**src/rtl/pwm_update_scheduler_pkg.sv**
```systemverilog
// Shared types and constants for the PWM update scheduler.
package pwm_sched_pkg;

  localparam int DEF_NUM_CH = 12;

  // Channel group base indices within the generator bank
  localparam int SR_BASE    = 0;
  localparam int SD_BASE    = 4;
  localparam int SERVO_BASE = 8;

  typedef enum logic [1:0] {
    S_IDLE = 2'd0,
    S_LOAD = 2'd1,
    S_WAIT = 2'd2,
    S_ACK  = 2'd3
  } sched_state_t;

endpackage

```
**src/rtl/pwm_update_scheduler_if.sv**
```systemverilog
// Decoder-side and generator-side signals of the PWM update scheduler.
interface pwm_sched_if
  import pwm_sched_pkg::*;
#(
  parameter int NUM_CH = DEF_NUM_CH
);
  logic [NUM_CH-1:0]   pwm_update;
  logic [8*NUM_CH-1:0] pwm_target_flat;
  logic [NUM_CH-1:0]   pwm_done;
  logic                ch_load;
  logic [3:0]          ch_sel;
  logic [7:0]          ch_target;
  logic [NUM_CH-1:0]   ch_done;
  logic                busy;
  logic                timeout_err;
  logic [3:0]          err_ch;

  modport master (
    input  pwm_update, pwm_target_flat, ch_done,
    output pwm_done, ch_load, ch_sel, ch_target, busy, timeout_err, err_ch
  );

  modport slave (
    output pwm_update, pwm_target_flat, ch_done,
    input  pwm_done, ch_load, ch_sel, ch_target, busy, timeout_err, err_ch
  );
endinterface

```
**src/rtl/pwm_update_scheduler_arb.sv**
```systemverilog
// Combinational rotating-priority picker: first requester after 'last', wrapping.
module rr_arbiter
  import pwm_sched_pkg::*;
#(
  parameter int NUM_CH = DEF_NUM_CH
) (
  input  logic [NUM_CH-1:0] req,
  input  logic [3:0]        last,
  output logic [3:0]        gnt_idx,
  output logic              gnt_valid
);
  localparam int IW = $clog2(NUM_CH);

  int            cand;
  logic [IW-1:0] cand_i;

  always_comb begin
    gnt_idx   = '0;
    gnt_valid = 1'b0;
    cand      = 0;
    cand_i    = '0;
    for (int k = 1; k <= NUM_CH; k++) begin
      cand   = (int'(last) + k) % NUM_CH;
      cand_i = IW'(cand);
      if (!gnt_valid && req[cand_i]) begin
        gnt_valid = 1'b1;
        gnt_idx   = 4'(cand);
      end
    end
  end

endmodule

```
**src/rtl/pwm_update_scheduler.sv**
```systemverilog
// Services pending PWM channel updates one at a time, round-robin, with a
// per-channel timeout so a dead generator cannot stall the others.
//
// state  | meaning
// IDLE   | waiting for an eligible channel; grant and capture target
// LOAD   | one-cycle load strobe to the generator bank, clear timer
// WAIT   | wait for ch_done of the granted channel or timeout
// ACK    | one-cycle pwm_done to the decoder, mark channel serviced
module pwm_update_scheduler
  import pwm_sched_pkg::*;
#(
  parameter int NUM_CH         = DEF_NUM_CH,
  parameter int TIMEOUT_CYCLES = 1024
) (
  input logic         fpga_clock,
  input logic         reset,
  pwm_sched_if.master bus
);
  localparam int               CNT_W    = $clog2(TIMEOUT_CYCLES);
  localparam logic [CNT_W-1:0] CNT_LAST = CNT_W'(TIMEOUT_CYCLES - 1);
  localparam logic [3:0]       LAST_RST = 4'(NUM_CH - 1);

  sched_state_t      state, state_nxt;
  logic [3:0]        grant, last_grant, arb_idx, err_ch_q;
  logic              arb_valid, timeout_q;
  logic [NUM_CH-1:0] serviced, eligible, set_mask;
  logic [CNT_W-1:0]  cnt;
  logic [7:0]        target_q;
  logic [7:0]        target_arr [NUM_CH];
  logic              do_grant, do_timeout, cnt_clr, cnt_inc, ack;

  for (genvar i = 0; i < NUM_CH; i++) begin : g_tgt
    assign target_arr[i] = bus.pwm_target_flat[8*i +: 8];
  end

  // A channel stays blocked after its ack until the decoder drops the request
  assign eligible = bus.pwm_update & ~serviced;

  rr_arbiter #(.NUM_CH(NUM_CH)) u_arb (
    .req       (eligible),
    .last      (last_grant),
    .gnt_idx   (arb_idx),
    .gnt_valid (arb_valid)
  );

  always_ff @(posedge fpga_clock) begin
    if (reset) state <= S_IDLE;
    else       state <= state_nxt;
  end

  always_comb begin
    state_nxt    = state;
    do_grant     = 1'b0;
    do_timeout   = 1'b0;
    cnt_clr      = 1'b0;
    cnt_inc      = 1'b0;
    ack          = 1'b0;
    bus.ch_load  = 1'b0;
    bus.pwm_done = '0;
    case (state)
      S_IDLE: begin
        if (arb_valid) begin
          do_grant  = 1'b1;
          state_nxt = S_LOAD;
        end
      end
      S_LOAD: begin
        bus.ch_load = 1'b1;
        cnt_clr     = 1'b1;
        state_nxt   = S_WAIT;
      end
      S_WAIT: begin
        if (bus.ch_done[grant]) begin
          state_nxt = S_ACK;
        end else if (cnt == CNT_LAST) begin
          do_timeout = 1'b1;
          state_nxt  = S_ACK;
        end else begin
          cnt_inc = 1'b1;
        end
      end
      S_ACK: begin
        ack                 = 1'b1;
        bus.pwm_done[grant] = 1'b1;
        state_nxt           = S_IDLE;
      end
      default: state_nxt = S_IDLE;
    endcase
  end

  always_comb begin
    set_mask = '0;
    if (ack) set_mask[grant] = 1'b1;
  end

  always_ff @(posedge fpga_clock) begin
    if (reset) begin
      grant      <= '0;
      last_grant <= LAST_RST;
      target_q   <= '0;
      cnt        <= '0;
      err_ch_q   <= '0;
      timeout_q  <= 1'b0;
      serviced   <= '0;
    end else begin
      timeout_q <= do_timeout;
      // Dropped request clears the mask even in the ack cycle
      serviced  <= (serviced | set_mask) & bus.pwm_update;
      if (do_grant) begin
        grant      <= arb_idx;
        last_grant <= arb_idx;
        target_q   <= target_arr[arb_idx];
      end
      if (cnt_clr)      cnt <= '0;
      else if (cnt_inc) cnt <= cnt + 1'b1;
      if (do_timeout) err_ch_q <= grant;
    end
  end

  assign bus.ch_sel      = grant;
  assign bus.ch_target   = target_q;
  assign bus.busy        = (state != S_IDLE);
  assign bus.timeout_err = timeout_q;
  assign bus.err_ch      = err_ch_q;

endmodule
```
**src/flat_wrapper.sv**
```systemverilog
// flat-port wrapper written by rule: the top's interface ports become plain ports
module pwm_update_scheduler_flat import pwm_sched_pkg::*;
#(
  parameter int NUM_CH         = DEF_NUM_CH,
  parameter int TIMEOUT_CYCLES = 1024
)
  (fpga_clock, reset, bus_pwm_update, bus_pwm_target_flat, bus_ch_done, bus_pwm_done, bus_ch_load, bus_ch_sel, bus_ch_target, bus_busy, bus_timeout_err, bus_err_ch);
  pwm_sched_if #(.NUM_CH(NUM_CH)) bus_i ();
  input logic fpga_clock;
  input logic reset;
  input wire logic [$bits(bus_i.pwm_update)-1:0] bus_pwm_update;
  input wire logic [$bits(bus_i.pwm_target_flat)-1:0] bus_pwm_target_flat;
  input wire logic [$bits(bus_i.ch_done)-1:0] bus_ch_done;
  output wire logic [$bits(bus_i.pwm_done)-1:0] bus_pwm_done;
  output wire logic [$bits(bus_i.ch_load)-1:0] bus_ch_load;
  output wire logic [$bits(bus_i.ch_sel)-1:0] bus_ch_sel;
  output wire logic [$bits(bus_i.ch_target)-1:0] bus_ch_target;
  output wire logic [$bits(bus_i.busy)-1:0] bus_busy;
  output wire logic [$bits(bus_i.timeout_err)-1:0] bus_timeout_err;
  output wire logic [$bits(bus_i.err_ch)-1:0] bus_err_ch;
  assign bus_i.pwm_update = bus_pwm_update;
  assign bus_i.pwm_target_flat = bus_pwm_target_flat;
  assign bus_i.ch_done = bus_ch_done;
  assign bus_pwm_done = bus_i.pwm_done;
  assign bus_ch_load = bus_i.ch_load;
  assign bus_ch_sel = bus_i.ch_sel;
  assign bus_ch_target = bus_i.ch_target;
  assign bus_busy = bus_i.busy;
  assign bus_timeout_err = bus_i.timeout_err;
  assign bus_err_ch = bus_i.err_ch;
  pwm_update_scheduler #(.NUM_CH(NUM_CH), .TIMEOUT_CYCLES(TIMEOUT_CYCLES)) u_core (.fpga_clock(fpga_clock), .reset(reset), .bus(bus_i));
endmodule
```
**config.mk**
```make
export PLATFORM = sky130hd
export DESIGN_NAME = pwm_update_scheduler_flat
export DESIGN_NICKNAME = d
export VERILOG_FILES = /design/src/rtl/pwm_update_scheduler_pkg.sv /design/src/rtl/pwm_update_scheduler_if.sv /design/src/rtl/pwm_update_scheduler_arb.sv /design/src/rtl/pwm_update_scheduler.sv /design/src/flat_wrapper.sv
export SDC_FILE = /design/constraint.sdc
export NUM_CORES = 1
export LEC_CHECK = 0
export ABC_CLOCK_PERIOD_IN_PS = 6600
export CORE_MARGIN = 5
export CORE_UTILIZATION = 40
export DETAILED_ROUTE_END_ITERATION = 7
export MAX_ROUTING_LAYER = met4
export PLACE_DENSITY = 0.67
export SETUP_SLACK_MARGIN = 0.4
export SLEW_MARGIN = 20
export SYNTH_ARGS = -nofsm -noshare
export SYNTH_HDL_FRONTEND = slang
export SYNTH_SLANG_ARGS = --single-unit
```
**constraint.sdc**
```tcl
create_clock -name fpga_clock -period 6.6 [get_ports fpga_clock]
set_input_delay 0.66 -clock fpga_clock [delete_from_list [all_inputs] [get_ports fpga_clock]]
set_output_delay 0.66 -clock fpga_clock [all_outputs]
set_load 0.005 [all_outputs]
```
# Word-level counts from Yosys, hierarchy flattened
# Index checks and enable logic that the tools add are counted.
# Widths: inputs -> output; s select.
# totals
regBits	45
in_bits	122
word_cells	157
output_inout_bits	31
# classes
magnitude_cmp	15
n_eq_ne	6
reduce_logical	27
div	12
n_bitwise	5
mux	71
n_addsub	13
# op_table
op	n
$mod 32x5->32 const B	12
$lt 4x5->1 const B	13
$bmux 1 s4	13
$mux 4	12
$mux 1	36
$bmux 8 s4	1
$add 4x4->5 const B	5
$and 12x12->12	2
$mux 12	2
$add 4x3->5 const B	4
$mux 8	2
$logic_and 1x1->1	12
$not 12->12	1
$or 12x12->12	1
$logic_not 1->1	11
$add 10x1->10 const B	1
$add 4x2->5 const B	2
$eq 10x10->1 const B	1
$pmux 2 s4	1
$mux 2	3
$add 4x1->5 const B	1
$ge 5x5->1 const B	1
$not 4->5	1
$demux 1 s4	1
other kinds (9)	10

# Longest topological paths before layout
# Gate-level depths: netlist of run 1.
# logic_depth
ltp_word	42
mapped_depth	24
ltp_nobuf	19

# By module
# Synthesis of run 1 repeated with hierarchy kept, for this count alone.
# hier_totals
hier_cells	647
area_unflattened_um2	5515.3
# by_module_without_submodules
mod	cells_per_inst	area_per_inst_um2	instances	seq_area_each_um2
rr_arbiter	371	2811.4	1	0.0
pwm_update_scheduler	276	2703.8	1	880.8

# Worst setup path before layout of run 1
# No wires, ideal clock.
# synth_timing
kind	flip-flop to flip-flop
startpoint	reg u_core.last_grant[2]
endpoint	reg u_core.target_q[7] (netlist: u_core.bus.ch_target[7])
arrival_time_ps	5319
period_less_slack_ps	5446
n_path_buf	5
path_stages_with_launch	24
path_slack_ps	1154
cell_sequence	dfxtp_1 -> buf_2 -> inv_1 -> clkbuf_1 -> ha_1 -> and2_1 -> nor2_1 -> xnor2_1 -> ha_1 -> clkbuf_1 -> or3b_2 -> a211oi_1 -> a311oi_1 -> o22ai_2 -> mux2i_2 -> nor3_1 -> and2_1 -> and2_1 -> clkbuf_1 -> o21ai_4 -> buf_6 -> mux2i_1 -> o22ai_1 -> or3_1
# synth_between
elab_chain_len	42
word_cells_on_any_way	100
classes_between	add/sub: 12; div: 12; mux: 53; bitwise: 1; reduce/logical: 22
# synth_lines
item	line_no	source
start, declared	pwm_update_scheduler.sv:24	logic [3:0] grant, last_grant, arb_idx, err_ch_q;
start signal, assigned	pwm_update_scheduler.sv:111	last_grant <= arb_idx;
$add 4x1->5	pwm_update_scheduler_arb.sv:23	cand = (int'(last) + k) % NUM_CH;
$mod 32x5->32	pwm_update_scheduler_arb.sv:23	
$bmux 1 s4	pwm_update_scheduler_arb.sv:25	if (!gnt_valid && req[cand_i]) begin
$mux 1 (not written as such)	pwm_update_scheduler_arb.sv:25	
$mux 1	pwm_update_scheduler_arb.sv:25	
$logic_not 1->1	pwm_update_scheduler_arb.sv:25	
$logic_and 1x1->1	pwm_update_scheduler_arb.sv:25	
$mux 1	pwm_update_scheduler_arb.sv:25	
(+25 left out)	-	
$logic_and 1x1->1	pwm_update_scheduler_arb.sv:25	
$mux 1	pwm_update_scheduler_arb.sv:25	
$logic_not 1->1	pwm_update_scheduler_arb.sv:25	
$logic_and 1x1->1	pwm_update_scheduler_arb.sv:25	
$mux 4	pwm_update_scheduler_arb.sv:25	
$not 4->5 (not written as such)	pwm_update_scheduler.sv:112	target_q <= target_arr[arb_idx];
$bmux 8 s4	pwm_update_scheduler.sv:112	
$mux 8 (not written as such) (2 in a row)	pwm_update_scheduler.sv:112	
end signal, assigned	pwm_update_scheduler.sv:112	
end, declared	pwm_update_scheduler.sv:28	logic [7:0] target_q;
# Several ways; a longest one is shown, not always the timed one. The select of a mux whose other input is x is not followed.
# A chain may end at the register's enable or synchronous reset.

# Final worst setup path of run 1
# layout_timing
startpoint	reg u_core.last_grant[2]
endpoint	reg u_core.target_q[3] (netlist: u_core.bus.ch_target[3])
# The elaborated chain is that of the path after synthesis.

==> results of run 1 <==
area by class of cell:
cell class | instances | area [um2] | area share [%]
Timing Repair Buffer | 172 | 1670 | 20.8
Inverter | 29 | 109 | 1.36
Clock buffer | 5 | 125 | 1.56
Clock inverter | 2 | 12.5 | 0.156
Tap cell | 188 | 235 | 2.93
Multi-Input combinational cell | 673 | 5000 | 62.2
Sequential cell | 44 | 881 | 11.0
cell usage in the layout (no fill, tap or decap), types with 10 or more instances in the layout:
cell type        Yosys  final
ha_1                37     35
o211ai_1            11     11
and2_1              20     20
o31ai_1             10     10
nand2_1             41     41
nand3_1             33     33
nor3_1              17     17
nor2b_1             22     22
nor3b_1             18     18
a221oi_1            11     11
xnor2_1             10     10
dfxtp_1             44     44
buf_4                3     20
a211oi_1            17     17
nor2_1              73     73
a21boi_0            10     10
o21ai_0             27     27
a21o_1              15     15
inv_1               25     25
nand2b_1            27     27
clkdlybuf4s50_1      0    152
mux4_2              13     13
or3_1               16     16
and3_1              10     10
mux2i_1             33     33
o22ai_1             11     11
a21oi_1             29     29
path summary, 6_finish.rpt:
kind,startpoint,end,slack [ps]
max,u_core.last_grant[2]$_SDFFE_PP0P_,u_core.bus.ch_target[3]$_SDFFE_PP0P_,780
min,u_core.cnt[9]$_SDFFE_PP0P_,u_core.cnt[9]$_SDFFE_PP0P_,490
max reg2reg,u_core.last_grant[2]$_SDFFE_PP0P_,u_core.bus.ch_target[3]$_SDFFE_PP0P_,780
min reg2reg,u_core.cnt[9]$_SDFFE_PP0P_,u_core.cnt[9]$_SDFFE_PP0P_,490
worst register-to-register path, delay by kind of cell (launching register included):
| kind | cells | cell delay [ps] |
|---|---|---|
| AO/OA/AOI/OAI | 4 | 830 |
| adder cells (fa/ha/maj) | 2 | 720 |
| buffers and inverters | 1 | 400 |
| flip-flops | 1 | 480 |
| multiplexers | 1 | 270 |
| AND/OR/NAND/NOR | 9 | 3030 |
through the flow:
stage               hold slack [ps]  setup slack, ps
floorplan                       459             1150
global placement                469              869
detailed placement              480              771
CTS                             490              751
global route                    515              480
finish                          494              776
state kept, by name, summed over array words and instances (netlist names):
register and cells:
u_core.bus.ch_sel 3, u_core.bus.err_ch 4, u_core.bus.timeout_err 1, u_core.serviced 12, u_core.bus.ch_target 8, u_core.last_grant 4
u_core.state 2, u_core.cnt 10
Yosys cell counts (18+ instances only):
| cell type | n | area [um2] |
|---|---|---|
| ha_1 | 37 | 463 |
| nor3b_1 | 18 | 135 |
| and2_1 | 20 | 125 |
| nand2_1 | 41 | 154 |
| nand2b_1 | 27 | 169 |
| nand3_1 | 33 | 165 |
| mux2i_1 | 33 | 330 |
| nor2b_1 | 22 | 138 |
| nor2_1 | 73 | 274 |
| clkbuf_1 | 20 | 75.1 |
| dfxtp_1 | 44 | 881 |
| inv_1 | 25 | 93.8 |
| a21oi_1 | 29 | 145 |
| o21ai_0 | 27 | 135 |
timing repair:
action                     4_1_cts  5_1_grt
gates resized for setup          0        4
setup endpoints to repair        0        6
setup buffers                    0        0
cell families (layout without fill, tap and decap cells):
family,after synthesis,after routing
AO/OA/AOI/OAI,240,240
XOR/XNOR,18,18
adder cells (fa/ha/maj),37,37
buffers and inverters,72,208
flip-flops,44,44
multiplexers,49,49
AND/OR/NAND/NOR,329,329
layer usage:
layer / track usage (%) / wire length (um) / vias up
met5: - / 0 / -
met4: 6.79 / 527 / 0
met3: 2.78 / 1110 / 41
met2: 39.3 / 10600 / 246
met1: 33.2 / 9960 / 3216
li1: - / - / 3305
==> results.sh, run 1 <==
export IMPL_drive_above_1_share_pct=9.30
export IMPL_cts_tree="yes"
export IMPL_synth_top_family_by_area="simple AND/OR/NAND/NOR gates"
export IMPL_async_reset_ff_share_pct=0
export IMPL_dr_pass1_iters=5
export IMPL_muxShareOfSynthArea_pct=10.7
export IMPL_path_buf_inv=1
export IMPL_finClkSkew_ps=4.16
export IMPL_critical_path_arrival_ps=6000
export IMPL_wl_mm=22.2
export IMPL_synth_cell_types=96
export IMPL_antenna_diode_count=0
export IMPL_path_max_fanout=35
export IMPL_synth_compound_area_share_pct=29.8
export IMPL_maxCapViolCount=0
export IMPL_std_cell_rows=45
export IMPL_setup_tns_final_ps=0
export IMPL_ctsHoldBuffers=0
export IMPL_hold_depth=2
export IMPL_clock_latency_ps=290
export IMPL_cp_end_kind="register"
export IMPL_rsz0062_at_grt="false"
export IMPL_core_area_um2=15200
export IMPL_drt_wirelength_per_cell_um=19.9
export IMPL_yosysSeqAreaShare_pct=14.2
export IMPL_max_slew_margin_pct=46.7
export IMPL_synth_simple_area_share_pct=30.1
export IMPL_via_count=6808
export IMPL_die_w_um=134
export IMPL_grt_usage_pct=24.6
export IMPL_synth_nets=948
export IMPL_crit_cells=17
export IMPL_slowest_stage="or4_4"
export IMPL_fp_dieH_um=134
export IMPL_place_congestion=0.953
export IMPL_finalHoldViolCount=0
export IMPL_die_area_um2=18000
export IMPL_first_global_vias=6524
export IMPL_crit_required_ps=6780
export IMPL_antenna_found_initial=0
export IMPL_synth_fa_ha_area_share_pct=7.49
export IMPL_synth_xor_area_share_pct=2.55
export IMPL_yosysWarningCount=0
export IMPL_period_share_pct=88.2
export IMPL_grt_pass1_wl_mm=35.0
export IMPL_fillers=1495
export IMPL_setup_viol=0
export IMPL_hold_class="register to register"
export IMPL_synth_cells=789
export IMPL_initial_utilization_pct=40.7
export IMPL_cts_made_buffers=5
export IMPL_syn_area_um2=6180
export IMPL_finalMaxSlewViolations=0
export IMPL_cp_cell_sequence="ha_1, a21boi_0, nor2_1, ha_1, nand2b_1, or4_4, a221oi_2, nor3b_1, or3_4, or4_4, nor4_4, nor2_2, o21ai_4, buf_4, mux2i_1, o22ai_1, or3_1"
export IMPL_syn_avg_cell_area_um2=7.84
export IMPL_slowest_delay_ps=600
export IMPL_drc=0
export IMPL_gr_total_overflow=0
export IMPL_worst_pin_slew_ps=800
export IMPL_startpoint_type="register"
export IMPL_synth_main_ff_cell="dfxtp_1"
export IMPL_grt_max_degree=40
export IMPL_port_buffers=152
export IMPL_syn_to_final_growth_pct=29.9
export IMPL_r2r_cells=17
export IMPL_worstSetupPathType="register to register"
export IMPL_io_pins=153
export IMPL_cts_root_buf="clkbuf_16"
export IMPL_postLayoutCoreUtil_pct=52.8
export IMPL_dpl_cell_area_um2=7880
export IMPL_design_area_um2=8030
export IMPL_ys_seq_elements=44
export IMPL_synth_edf_count=0
export IMPL_cts_sinks=44
export IMPL_htree_levels=2
export IMPL_cts_buffer_depth=2
export IMPL_post_place_cells=1106
export IMPL_hpwlAfterDp_mm=17.5
export IMPL_max_freq_mhz=172
export IMPL_nNetsFinal=1084
export IMPL_path_clk_slew_ps=70
export IMPL_status="finished clean"
export IMPL_drtAntennaViolNets=0
export IMPL_period_minus_slack_ps=5820
export IMPL_vias_per_cell=6.12
export IMPL_final_cells=1113
export IMPL_cp_top_family="simple AND/OR/NAND/NOR gates"
export IMPL_drtIter0Drc=554
Power of run 1 is not shown: default switching activity piles up to over one toggle a cycle in this logic, so the estimate is an artifact.
==> run 2, diff against run 1 <==
--- a/config.mk
+++ b/config.mk
@@ -5,14 +5,15 @@
 export SDC_FILE = /design/constraint.sdc
 export NUM_CORES = 1
 export LEC_CHECK = 0
+export ABC_AREA = 1
 export ABC_CLOCK_PERIOD_IN_PS = 6600
 export CORE_MARGIN = 5
 export CORE_UTILIZATION = 40
 export DETAILED_ROUTE_END_ITERATION = 7
 export MAX_ROUTING_LAYER = met4
-export PLACE_DENSITY = 0.67
+export PLACE_DENSITY = 0.69
 export SETUP_SLACK_MARGIN = 0.4
-export SLEW_MARGIN = 20
+export SLEW_MARGIN = 15
 export SYNTH_ARGS = -nofsm -noshare
 export SYNTH_HDL_FRONTEND = slang
 export SYNTH_SLANG_ARGS = --single-unit
==> constraint.sdc (replaced) <==
create_clock -name fpga_clock -period 6.6 [get_ports fpga_clock]
set_input_delay 0.66 -clock fpga_clock [delete_from_list [all_inputs] [get_ports fpga_clock]]
set_output_delay 0.66 -clock fpga_clock [all_outputs]
set_load 0.05 [all_outputs]
==> run 2 against run 1 <==
Against the previous run:
- flip-flop and latch count unchanged
- area after synthesis decreased by 14%
- synthesized cell count is 20% higher
- maximum frequency rose by 8.2%
- core utilization is 1.0 points higher
- worst hold slack worse by 33 ps
- final cell count is 13% higher
- non-clock buffer count decreased by 15
- register-to-register slack better by 440 ps
- count of clock-buffer cells in the layout is the same
- critical path depth is 14 higher
- die area decreased by 13%
==> results.sh, run 2 <==
export IMPL_path_max_fanout=49
export IMPL_final_cells=1257
export IMPL_hold_start="u_core.cnt[4]$_SDFFE_PP0P_"
export IMPL_hpwlAfterDp_mm=14.6
export IMPL_ys_seq_elements=44
export IMPL_synth_edf_count=0
export IMPL_wl_mm=18.0
export IMPL_synth_nets=1107
export IMPL_nNetsFinal=1239
export IMPL_r2r_cells=31
export IMPL_finClkSkew_ps=7.70
export IMPL_crit_path_frequent_cell="nand2_1"
export IMPL_max_freq_mhz=186
export IMPL_antenna_found_initial=0
export IMPL_m1WireLength_mm=7.87
export IMPL_die_area_um2=15800
export IMPL_dpl_cell_area_um2=6930
export IMPL_yosysTopAreaCell="nand2_1"
export IMPL_synth_cell_types=47
export IMPL_crit_required_ps=6820
export IMPL_grt_usage_pct=23.0
export IMPL_r2r_setup_slack_ps=1220
export IMPL_largest_reg_flops=12
export IMPL_cp_end_kind="register"
export IMPL_hold_depth=2
export IMPL_hold_class="register to register"
export IMPL_port_buffers=152
export IMPL_fp_dieH_um=126
export IMPL_syn_avg_cell_area_um2=5.63
export IMPL_synth_cells=948
export IMPL_finalHoldViolCount=0
export IMPL_syn_to_final_growth_pct=33.1
export IMPL_async_reset_ff_share_pct=0
export IMPL_htree_levels=2
export IMPL_final_cell_mix="nand2_1, nand3_1, clkdlybuf4s50_1"
export IMPL_netlist_area_leader_share_pct=20.0
export IMPL_drc=0
export IMPL_cts_buffer_depth=2
export IMPL_cts_tree="yes"
export IMPL_synth_main_ff_cell="dfxtp_1"
export IMPL_place_ws_ps=927
export IMPL_ys_top_cells_by_count="nand2_1, nand3_1, inv_1"
export IMPL_cts_sinks=44
export IMPL_setup_slack_ps=1220
export IMPL_rsz0062_at_grt="false"
export IMPL_setup_tns_final_ps=0
export IMPL_drtAntennaViolNets=0
export IMPL_via_count=6384
export IMPL_status="finished clean"
export IMPL_cts_root_buf="clkbuf_16"
export IMPL_rr_startpoint="u_core.last_grant[1]$_SDFFE_PP1P_"
export IMPL_first_global_vias=6087
export IMPL_worstSetupPathType="register to register"
export IMPL_setup_viol=0
export IMPL_clock_latency_ps=290
export IMPL_path_buf_inv=6
export IMPL_grt_max_degree=50
export IMPL_initial_utilization_pct=40.5
export IMPL_cts_made_buffers=5
export IMPL_ys_top_cells_by_area="nand2_1, dfxtp_1, nand3_1, ha_1, inv_1"
export IMPL_cp_top_family="simple AND/OR/NAND/NOR gates"
export IMPL_worst_pin_slew_ps=720
export IMPL_vias_per_cell=5.08
export IMPL_design_area_um2=7110
export IMPL_antenna_diode_count=0
export IMPL_io_pins=153
export IMPL_regMostFlops="u_core.serviced"
export IMPL_layout_commonest_cell="nand2_1"
export IMPL_slowest_delay_ps=710
export IMPL_dr_pass1_iters=5
export IMPL_wl_met3_mm=1.19
export IMPL_finalMaxSlewViolations=0
export IMPL_syn_area_um2=5340
export IMPL_period_minus_slack_ps=5380
export IMPL_maxCapViolCount=0
export IMPL_rr_endpoint="u_core.bus.ch_target[7]$_SDFFE_PP0P_"
export IMPL_drt_wirelength_per_cell_um=14.3
export IMPL_startpoint_type="register"
export IMPL_slowest_stage="dfxtp_1"
export IMPL_gr_total_overflow=0
export IMPL_ctsHoldBuffers=0
export IMPL_std_cell_rows=42
export IMPL_yosysMostFrequentCell="nand2_1"
export IMPL_drive_above_1_share_pct=4.35
export IMPL_grt_pass1_wl_mm=29.6
export IMPL_path_clk_slew_ps=70
export IMPL_critical_path_arrival_ps=5610
export IMPL_core_area_um2=13200
export IMPL_place_congestion=0.989
export IMPL_max_slew_margin_pct=51.8
export IMPL_period_share_pct=81.6
export IMPL_drtIter0Drc=423
export IMPL_yosysWarningCount=0
export IMPL_maxUsedRoutingLayer="met4"
export IMPL_holdPathEnd="u_core.cnt[4]$_SDFFE_PP0P_"
export IMPL_die_w_um=126
export IMPL_wl_met2_mm=8.59
export IMPL_yosysSeqAreaShare_pct=16.5
export IMPL_post_place_cells=1249
[run 2: changes by cell type in the layout (fill, tap and decap cells not counted), moves of 22 or more]
cell | before | now
o21ai_0 | 27 | 58
nand2b_1 | 27 | 0
nand2_1 | 41 | 285
nand3_1 | 33 | 172
mux2i_1 | 33 | 1
nor2b_1 | 22 | 0
inv_1 | 25 | 116
[run 2: routing by layer]
metal	up-vias	global-route usage (%)
met2	184	38.0
met5	-	-
met1	2812	28.2
li1	3358	-
met3	30	5.59
met4	0	6.19
[run 2: worst max path at each step]
stage	from	to	slack, ps	depth (start not counted)
global route	u_core.last_grant[1]$_SDFFE_PP1P_	u_core.bus.ch_target[6]$_SDFFE_PP0P_	650	31
global placement	u_core.last_grant[1]$_SDFFE_PP1P_	u_core.bus.ch_target[7]$_SDFFE_PP0P_	1110	31
CTS	u_core.last_grant[1]$_SDFFE_PP1P_	u_core.bus.ch_target[7]$_SDFFE_PP0P_	890	31
floorplan	u_core.last_grant[1]$_SDFFE_PP1P_	u_core.bus.ch_target[3]$_SDFFE_PP0P_	2660	34
detailed placement	u_core.last_grant[1]$_SDFFE_PP1P_	u_core.bus.ch_target[2]$_SDFFE_PP0P_	930	31
finish	u_core.last_grant[1]$_SDFFE_PP1P_	u_core.bus.ch_target[7]$_SDFFE_PP0P_	1220	31
[run 2: timing repair]
item	in CTS	in global routing
setup buffers	0	0
endpoints found under the hold margin	0	0
resized for setup	0	1
endpoints found under the setup margin	0	8
[run 2: cell families after synthesis]
family	after synthesis	share of synthesized area (%)
muxes	1	0.187
adders and majority gates	37	8.67
AOI/OAI and AO/OA	122	12.6
DFF	44	16.5
buffers and inverters	158	12.5
and+or+nand+nor	580	48.4
xor gates and xnor gates	6	1.12
[run 2: stage by stage]
stage	util (%)	hold WS (ps)
after CTS	53.8	463
after floorplan	-	439
after global placement	52.5	449
final	53.9	461
after global routing	53.9	485
after detailed placement	52.5	452
[run 2: layout make-up]
| cell class | count | area [um2] |
|---|---|---|
| fillers | 1346 | 6080 |
| clock buffers | 5 | 125 |
| repair buffers | 157 | 1560 |
| inverters | 126 | 477 |
| clock inverters | 3 | 46.3 |
| flip-flops and latches | 44 | 881 |
| well taps | 176 | 220 |
| multi-input cells | 746 | 3800 |
[run 2: tightest hold or removal path: stages (launching register included)]
cell and delay [ps]:
dfxtp_1 310, inv_1 60, a21oi_1 50
Power of run 2 is left out for the same reason.
